--- config.mk ---
export PLATFORM = sky130hd
export DESIGN_NAME = fetch_align_unit_flat
export DESIGN_NICKNAME = d
export VERILOG_FILES = /design/src/rtl/fetch_align_unit_if.sv /design/src/rtl/fetch_align_unit.sv /design/src/flat_wrapper.sv
export SDC_FILE = /design/constraint.sdc
export NUM_CORES = 1
export LEC_CHECK = 0
export ABC_AREA = 1
export BUFFER_PORTS_ARGS = -buffer_cell sky130_fd_sc_hd__buf_4
export CORE_MARGIN = 2
export CORE_UTILIZATION = 51
export CTS_BUF_LIST = sky130_fd_sc_hd__clkbuf_4 sky130_fd_sc_hd__clkbuf_8 sky130_fd_sc_hd__clkbuf_16
export DETAILED_ROUTE_END_ITERATION = 12
export PLACE_DENSITY = 0.89
export SETUP_SLACK_MARGIN = 0.1
export SLEW_MARGIN = 20
export SYNTH_ARGS = -nofsm -noshare
export SYNTH_HDL_FRONTEND = slang
export SYNTH_SLANG_ARGS = --single-unit
export TNS_END_PERCENT = 1
--- constraint.sdc ---
create_clock -name clk -period 2.9 [get_ports clk]
set_clock_uncertainty 0.05 [all_clocks]
set_input_delay 0.145 -clock clk [delete_from_list [all_inputs] [get_ports clk]]
set_output_delay 0.145 -clock clk [all_outputs]
set_load 0.01 [all_outputs]
--- src/rtl/fetch_align_unit_if.sv ---
// Fetch front-end bundle: redirect input, instruction-memory port and decode port.
interface fetch_align_unit_if;
  logic        redirect;
  logic [31:0] redirect_pc;
  logic        imem_req;
  logic [31:0] imem_addr;
  logic        imem_ready;
  logic        imem_rvalid;
  logic [31:0] imem_rdata;
  logic        inst_valid;
  logic        inst_ready;
  logic [31:0] inst;
  logic [31:0] inst_pc;
  logic        compflag;

  // Fetch unit side.
  modport master (
    input  redirect, redirect_pc, imem_ready, imem_rvalid, imem_rdata, inst_ready,
    output imem_req, imem_addr, inst_valid, inst, inst_pc, compflag
  );

  // Environment side: PC control, instruction memory and decode.
  modport slave (
    output redirect, redirect_pc, imem_ready, imem_rvalid, imem_rdata, inst_ready,
    input  imem_req, imem_addr, inst_valid, inst, inst_pc, compflag
  );
endinterface

--- src/rtl/fetch_align_unit.sv ---
// Instruction fetch and realignment: word fetches into a halfword FIFO,
// RVC / 32-bit split at the FIFO head, one instruction per decode handshake.
module fetch_align_unit #(
  parameter logic [31:0] RESET_PC = 32'h0000_0000,
  parameter int unsigned BUF_HW   = 4
) (
  input  logic               clk,
  input  logic               rst,
  fetch_align_unit_if.master bus
);
  localparam int unsigned PW = $clog2(BUF_HW);
  localparam int unsigned CW = PW + 1;

  logic [15:0]   hw_buf [BUF_HW];
  logic [PW-1:0] rd_ptr;
  logic [PW-1:0] wr_ptr;
  logic [CW-1:0] count;
  logic [31:0]   fetch_addr;
  logic [31:0]   inst_pc_q;
  logic          drop_lo;
  logic          squash;
  logic          outstanding;
  logic          run;

  logic [15:0]   h0;
  logic [15:0]   h1;
  logic          is32;
  logic          have;
  logic          pop;
  logic          req;
  logic          accept;
  logic          rsp;
  logic          push_lo;
  logic          push_hi;
  logic [CW-1:0] need;
  logic [CW-1:0] free;
  logic [CW-1:0] push_n;
  logic [CW-1:0] pop_n;

  // Bit 0 of the redirect target is ignored by construction.
  logic unused_redirect_bit0;
  assign unused_redirect_bit0 = bus.redirect_pc[0];

  // Head decode and handshake qualifiers; redirect suppresses request and issue.
  always_comb begin
    h0      = hw_buf[rd_ptr];
    h1      = hw_buf[rd_ptr + PW'(1)];
    is32    = (h0[1:0] == 2'b11);
    need    = is32 ? CW'(2) : CW'(1);
    have    = (count != '0) && (count >= need);
    free    = CW'(BUF_HW) - count;
    req     = run && !outstanding && (free >= CW'(2)) && !bus.redirect;
    accept  = req && bus.imem_ready;
    rsp     = bus.imem_rvalid && outstanding;
    push_hi = rsp && !squash;
    push_lo = push_hi && !drop_lo;
    push_n  = CW'(push_lo) + CW'(push_hi);
    pop     = have && !bus.redirect && bus.inst_ready;
    pop_n   = pop ? need : '0;
  end

  assign bus.imem_req   = req;
  assign bus.imem_addr  = fetch_addr;
  assign bus.inst_valid = have && !bus.redirect;
  assign bus.inst       = have ? (is32 ? {h1, h0} : {16'h0000, h0}) : 32'h0;
  assign bus.compflag   = have && is32;
  assign bus.inst_pc    = inst_pc_q;

  // Halfword storage; contents are only observed where count says they are valid.
  always_ff @(posedge clk) begin
    if (!bus.redirect) begin
      if (push_lo) hw_buf[wr_ptr] <= bus.imem_rdata[15:0];
      if (push_hi) hw_buf[push_lo ? wr_ptr + PW'(1) : wr_ptr] <= bus.imem_rdata[31:16];
    end
  end

  // Pointers, fetch address, PC and request/squash bookkeeping; redirect wins over all.
  always_ff @(posedge clk or posedge rst) begin
    if (rst) begin
      rd_ptr      <= '0;
      wr_ptr      <= '0;
      count       <= '0;
      fetch_addr  <= {RESET_PC[31:2], 2'b00};
      inst_pc_q   <= RESET_PC;
      drop_lo     <= RESET_PC[1];
      squash      <= 1'b0;
      outstanding <= 1'b0;
      run         <= 1'b0;
    end else if (bus.redirect) begin
      rd_ptr      <= '0;
      wr_ptr      <= '0;
      count       <= '0;
      fetch_addr  <= {bus.redirect_pc[31:2], 2'b00};
      inst_pc_q   <= {bus.redirect_pc[31:1], 1'b0};
      drop_lo     <= bus.redirect_pc[1];
      squash      <= outstanding && !rsp;
      outstanding <= outstanding && !rsp;
      run         <= 1'b1;
    end else begin
      run <= 1'b1;
      if (accept) begin
        fetch_addr  <= fetch_addr + 32'd4;
        outstanding <= 1'b1;
      end else if (rsp) begin
        outstanding <= 1'b0;
      end
      if (rsp) begin
        squash <= 1'b0;
        if (!squash) drop_lo <= 1'b0;
      end
      wr_ptr    <= wr_ptr + PW'(push_n);
      rd_ptr    <= rd_ptr + PW'(pop_n);
      count     <= count + push_n - pop_n;
      inst_pc_q <= inst_pc_q + 32'({pop_n, 1'b0});
    end
  end
endmodule

--- src/flat_wrapper.sv ---
// flat-port wrapper written by rule: the top's interface ports become plain ports
module fetch_align_unit_flat 
#(
  parameter logic [31:0] RESET_PC = 32'h0000_0000,
  parameter int unsigned BUF_HW   = 4
)
  (clk, rst, bus_redirect, bus_redirect_pc, bus_imem_ready, bus_imem_rvalid, bus_imem_rdata, bus_inst_ready, bus_imem_req, bus_imem_addr, bus_inst_valid, bus_inst, bus_inst_pc, bus_compflag);
  fetch_align_unit_if bus_i ();
  input  logic clk;
  input  logic rst;
  input wire logic [$bits(bus_i.redirect)-1:0] bus_redirect;
  input wire logic [$bits(bus_i.redirect_pc)-1:0] bus_redirect_pc;
  input wire logic [$bits(bus_i.imem_ready)-1:0] bus_imem_ready;
  input wire logic [$bits(bus_i.imem_rvalid)-1:0] bus_imem_rvalid;
  input wire logic [$bits(bus_i.imem_rdata)-1:0] bus_imem_rdata;
  input wire logic [$bits(bus_i.inst_ready)-1:0] bus_inst_ready;
  output wire logic [$bits(bus_i.imem_req)-1:0] bus_imem_req;
  output wire logic [$bits(bus_i.imem_addr)-1:0] bus_imem_addr;
  output wire logic [$bits(bus_i.inst_valid)-1:0] bus_inst_valid;
  output wire logic [$bits(bus_i.inst)-1:0] bus_inst;
  output wire logic [$bits(bus_i.inst_pc)-1:0] bus_inst_pc;
  output wire logic [$bits(bus_i.compflag)-1:0] bus_compflag;
  assign bus_i.redirect = bus_redirect;
  assign bus_i.redirect_pc = bus_redirect_pc;
  assign bus_i.imem_ready = bus_imem_ready;
  assign bus_i.imem_rvalid = bus_imem_rvalid;
  assign bus_i.imem_rdata = bus_imem_rdata;
  assign bus_i.inst_ready = bus_inst_ready;
  assign bus_imem_req = bus_i.imem_req;
  assign bus_imem_addr = bus_i.imem_addr;
  assign bus_inst_valid = bus_i.inst_valid;
  assign bus_inst = bus_i.inst;
  assign bus_inst_pc = bus_i.inst_pc;
  assign bus_compflag = bus_i.compflag;
  fetch_align_unit #(.RESET_PC(RESET_PC), .BUF_HW(BUF_HW)) u_core (.clk(clk), .rst(rst), .bus(bus_i));
endmodule
# After elaboration in Yosys (flattened, before gate mapping)
# Memory sizes are Yosys's and may differ from the RTL's.
# Cells that the tools add are included.
# totals
mem_count,1
input_bits,70
ramBits,64
regBits,75
elab_cells,70
out_inout_bits,99
# memory_table
name,depth,word_bits,read_ports,rd_ports_with_merged_regs,wr,line,source
u_core.hw_buf,4,16,2,0,2,fetch_align_unit.sv:14,logic [15:0] hw_buf [BUF_HW];
# classes
n_addsub,10
n_lt_le_gt_ge,2
reduce_logical,22
mux,24
n_eq_ne,2
# op_table
op,n
$mux 32,5
$add 32x3->32 const B,1
$add 32x4->32,1
$mux 1,13
$logic_and 1x1->1,12
$mux 2,4
$mux 3,2
$reduce_bool 3->1,2
$logic_not 1->1,5
$add 2x1->2 const B,2
$add 2x2->2,2
$reduce_bool 2->1,2
$add 3x3->3,1
$ge 3x2->1 const B,1
$ge 3x3->1,1
$sub 3x3->3,1
$sub 3x3->3 const A,1
$add 1x1->2,1
$eq 2x2->1 const B,1
$ne 2x2->1 const B,1
$reduce_and 2->1,1

# Logic depth before layout (Yosys ltp)
# An unclocked memory read counts as a cell.
# logic_depth
ltp_word,10
mapped_depth,25
depth_no_buf,23

# Worst setup path after synthesis
# No wires, ideal clock.
# synth_path
kind,register to register
startpoint,register u_core.rd_ptr[0]
endpoint,"register u_core.inst_pc_q[19], in the netlist u_core.bus.inst_pc[19]"
required_ns,2.732
setup_slack_ns,-0.259
setup_ns,0.118
path_buffers,2
period_less_slack_ns,3.159
t_arrival_ns,2.991
path_stages_with_launch,24
cell_sequence,dfrtp_1 > buf_4 > inv_2 > buf_6 > nand2_1 > nand3_1 > nand2_1 > nand2_2 > ha_1 > inv_1 > nand2_1 > nand2_1 > nand2_1 > nand4_1 > a21oi_1 > ha_1 > fa_1 > nand3_1 > nor2_1 > nand2_1 > nor2_1 > nand3_1 > nand3_1 > nand2_1
# synth_between
elab_chain_cells,10
# synth_rtl
item,line,source
from (decl),fetch_align_unit.sv:15,logic [PW-1:0] rd_ptr;
from (signal assigned),fetch_align_unit.sv:112,rd_ptr <= rd_ptr + PW'(pop_n);
$mem_v2 4x16 *,-,
$eq 2x2->1 *,fetch_align_unit.sv:48,is32 = (h0[1:0] == 2'b11);
$mux 2 *,fetch_align_unit.sv:49,need = is32 ? CW'(2) : CW'(1);
$ge 3x3->1,fetch_align_unit.sv:50,have = (count != '0) && (count >= need);
$logic_and 1x1->1,fetch_align_unit.sv:50,
$logic_and 1x1->1 (2 in series),fetch_align_unit.sv:58,pop = have && !bus.redirect && bus.inst_ready;
$mux 3 *,fetch_align_unit.sv:59,pop_n = pop ? need : '0;
$add 32x4->32 *,fetch_align_unit.sv:114,"inst_pc_q <= inst_pc_q + 32'({pop_n, 1'b0});"
$mux 32 *,fetch_align_unit.sv:89,end else if (bus.redirect) begin
to (signal assigned),fetch_align_unit.sv:94,"inst_pc_q <= {bus.redirect_pc[31:1], 1'b0};"
to (signal assigned),fetch_align_unit.sv:114,
to (decl),fetch_align_unit.sv:19,logic [31:0] inst_pc_q;
# Mark *: on every way between the ends. The rest lies on a longest branch, timed or not.
# A chain may end at the register's enable or synchronous reset.

# Final worst setup path
# layout_path
startpoint,register u_core.rd_ptr[1]
endpoint,"register u_core.inst_pc_q[25], in the netlist u_core.bus.inst_pc[25]"
# Same word-level chain as after synthesis.

==> results by group <==
Outcome
  • Status: complete, but fails checks
  • Failing checks: negative setup slack

Cells and area
  • Share of cells above drive strength 1: around 22%
  • Filler Cell Count: around 1100
  • ANT cells: 0
  • Area Overhead vs Synth: 38.07%
  • Final instance area: 11990 um^2
  • Count of non-filler cells in the finished layout: 1694
  • Final Net Count: 1550

Timing
  • Worst slew pin tran: 0.5665 ns
  • Final slew viol count: 0
  • Unrepaired setup endpoints after global routing: true
  • Final period utilization: 113.3%
  • Final worst slack: -0.3860 ns
  • Max Clock Freq: 0.3043 GHz
  • Slew HR: 62.23%
  • # setup viols final: 30
  • Setup_tns: -7.033 ns
  • Period minus WS final: 3.286 ns
  • Final Hold Fails: 0

Routing
  • DRC viols: 0
  • Routed Antenna Nets: 0
  • Drt pass-1 iters: 7
  • Via count: 10370
  • Via-per-instance ratio: 6.122
  • Routed WL: 33910 um
  • DRT iter0 DRCs: 1574
  • Routed wire per std cell: 20.02 um

GRT
  • GRT Util Overall: 34.18%
  • Vias in the first global route: 9666
  • Initial antenna violation count: 0
  • First-pass GRT wire length: 48380 um
  • GR Overflow Total: 0
  • Largest net degree at the start of global routing: 73

Place
  • Final HPWL DP: 19410 um
  • IO Port Bufs: 164
  • DP Area: ~10000 um^2
  • Placer Congestion: 0.9839
  • Placed cell count: 1577

Worst setup path
  • Worst Setup End Kind: register
  • CP most frequent cell: nand2_1
  • Crit-path cells: buf_6 -> nand3_2 -> nand2_2 -> nand2_4 -> ha_4 -> inv_1 -> nand2_1 -> nand2_1 -> nand2_2 -> nand4_1 -> a21oi_2 -> ha_2 -> fa_2 -> nand3_4 -> buf_4 -> inv_1 -> nand2_1 -> inv_2 -> nand2_1 -> nand2_1 -> nand2_1 -> nand2_1 -> nand2_1
  • Req. time, crit path: between 3 and 4 ns
  • Bufs and invs on worst path: 5
  • FF-to-FF End: u_core.bus.inst_pc[25]
  • Reg2reg start: u_core.rd_ptr[1]
  • Crit path DAT: 3.56 ns
  • R2R setup slack: -0.39 ns
  • R2R cell count: 23
  • CP max-delay cell: dfrtp_1
  • Crit path kind: reg -> reg
  • Critical Path Start Type: register
  • Crit-path leading delay family: simple AND/OR/NAND/NOR gates
  • CP max stage delay: 0.45 ns
  • Worst Path Max Fanout: 4

Power and ir drop
  • Pwr Density: 548.5 nW/um^2
  • Sequential share of power: between 30% and 40%
  • Gate power share: a little under a third
  • VDD IR max: 0.0004804 V
  • Pint: 4.210 mW
  • P_leak: 5.647 nW
  • Net Sw Power: around 2.4 mW
  • Switching Share: 35.96%
  • Clk pwr share: 33.0%

Synth
  • Most common cell in the netlist: nand2_1
  • Yosys warnings: 0
  • Post-Syn Instances: ~1200
  • Synth Cell Area: 8681 um^2
  • Synth top area cells: edfxtp_1 22%, nand2_1 21%, dfrtp_1 21%
  • Top FF cell, synth: dfrtp_1
  • Synth area leader: edfxtp_1
  • EDFF count, synth: 64
  • Syn_area_per_cell: 7.264 um^2
  • Flops & latches, synth: 136
  • Post-synth top area share: 22.14%
  • Seq/Total Area, Yosys: 42.89%
  • Top cells by count, synth: 495 x nand2_1, 123 x nor2_1, 99 x inv_1, 72 x dfrtp_1, 64 x edfxtp_1
  • FFs w/ async S/R, synth: 52.94%
  • Synth unique cells: between 40 and 50

Clock network
  • CTS buffer count: 17
  • Sink Count: roughly 140
  • H-tree levels: 4
  • CTS max path bufs: 2
  • CTS clk-pin slew, worst paths: 0.06 ns
  • CTS tree: built
  • Root Driver: clkbuf_16
  • Later-pin clock latency in the skew report: 0.44 ns

Floorplanning
  • Initial core utilization: 52.35%
  • Boundary Pins: roughly 170
  • Die height: 134.5 um
  • Std-Cell Rows: 47
  • Die area: 18080 um^2
  • Horiz. Die Dim: between 100 and 150 um
  • Core footprint: 16580 um^2

Hold path
  • Hold/Removal Path Class: in -> reg
  • Hold path start: bus_redirect_pc[27]
  • Hold Crit Depth: 3
  • Hold EP: u_core.bus.inst_pc[27]

Job
  • MaxCap Viol Count: 0
-- sequential cells by signal, indices dropped and copies added (netlist names) --
signal                flops
u_core.hw_buf            64
u_core.rd_ptr             2
u_core.run                1
u_core.bus.inst_pc       31
u_core.squash             1
u_core.outstanding        1
u_core.count              3
u_core.bus.imem_addr     30
u_core.wr_ptr             2
u_core.drop_lo            1
-- layout by cell type, fill, tap and decap left out, types with 8 or more instances in the layout --
cell type and n:
nand3_1 52, nor2_2 9, dfrtp_1 71, dlygate4sd3_1 77, xor2_1 15, inv_1 96, nand3_2 8, ha_1 14
o22ai_1 16, a21oi_1 34, nand3b_1 8, o21ai_0 53, nor2_4 11, o221ai_1 13, a221oi_2 12, buf_4 210
clkbuf_16 17, nand2_1 485, nand2_2 13, edfxtp_1 64, nor2_1 109
-- metrics by stage --
step | power [mW] | setup WS, ns | hold WS (ns) | util [%]
6_report | 6.574 | -0.3860 | 0.02219 | 72.27
3_3_place_gp | 4.009 | -0.08244 | 0.2124 | 62.43
5_1_grt | 6.761 | -0.5166 | 0.02900 | 72.27
2_1_floorplan | 3.307 | -0.06695 | 0.1908 | -
4_1_cts | 6.276 | -0.06352 | 0.004405 | 71.04
3_5_place_dp | 4.067 | -0.2299 | 0.2121 | 62.43
-- power by group through the flow --
stage                     combinational (mW)  clock (mW)  sequential [mW]
after floorplan                        0.884           0             2.42
after global placement                  1.58           0             2.43
after detailed placement                1.64           0             2.43
after CTS                               1.75        2.13             2.40
after global routing                    2.10        2.22             2.44
final                                   1.97        2.17             2.43
-- worst min-delay path, delay by kind of cell --
kind | cells | cell delay, ns
and+or+nand+nor | 2 | 0.25
buffers and inverters | 1 | 0.08
-- cell families (layout without fill, tap and decap cells) --
family	after synthesis	count (layout)	share of synthesized area, %
other	2	4	0.08651
and+or+nand+nor	711	711	33.18
AOI/OAI and AO/OA	152	152	10.81
buffers and inverters	150	427	7.336
xor gates and xnor gates	25	25	2.695
DFF	136	136	42.89
adders and majority gates	19	19	2.998
-- per-layer routing --
layer | GRT usage, % | vias up | wire length (um)
li1 | - | 4402 | -
met1 | 42.22 | 4628 | 11080
met2 | 54.11 | 1025 | 15530
met3 | 8.521 | 316 | 4686
met4 | 20.99 | 0 | 2622
met5 | 0 | - | 0
-- area by class of cell --
| class | instances | area [um^2] | area share (%) |
|---|---|---|---|
| repair buffers | 291 | 2401 | 20.03 |
| well taps | 220 | 275.3 | 2.297 |
| multi-input cells | 911 | 4619 | 38.54 |
| clock buffers | 17 | 425.4 | 3.549 |
| clock inverters | 15 | 141.4 | 1.180 |
| flip-flops and latches | 136 | 3725 | 31.08 |
| inverters | 104 | 397.9 | 3.320 |
-- what timing repair did --
action,4_1_cts,5_1_grt
gates resized for setup,22,39
endpoints found under the hold margin,173,0
hold buffers,77,0
endpoints found under the setup margin,49,65
pin swaps,6,14
buffers inserted,3,5
-- worst max path at each step --
stage | startpoint | endpoint | slack [ns] | cells after the start
after CTS | u_core.rd_ptr[1] | u_core.count[2] | -0.06 | 17
after global routing | u_core.rd_ptr[1] | u_core.bus.inst_pc[25] | -0.52 | 23
after detailed placement | u_core.rd_ptr[0] | u_core.bus.inst_pc[19] | -0.23 | 21
after global placement | u_core.rd_ptr[0] | u_core.bus.inst_pc[19] | -0.08 | 21
after floorplan | u_core.rd_ptr[0] | u_core.bus.inst_pc[19] | -0.07 | 23
final | u_core.rd_ptr[1] | u_core.bus.inst_pc[25] | -0.39 | 23
(Power assumes the default switching activity.)
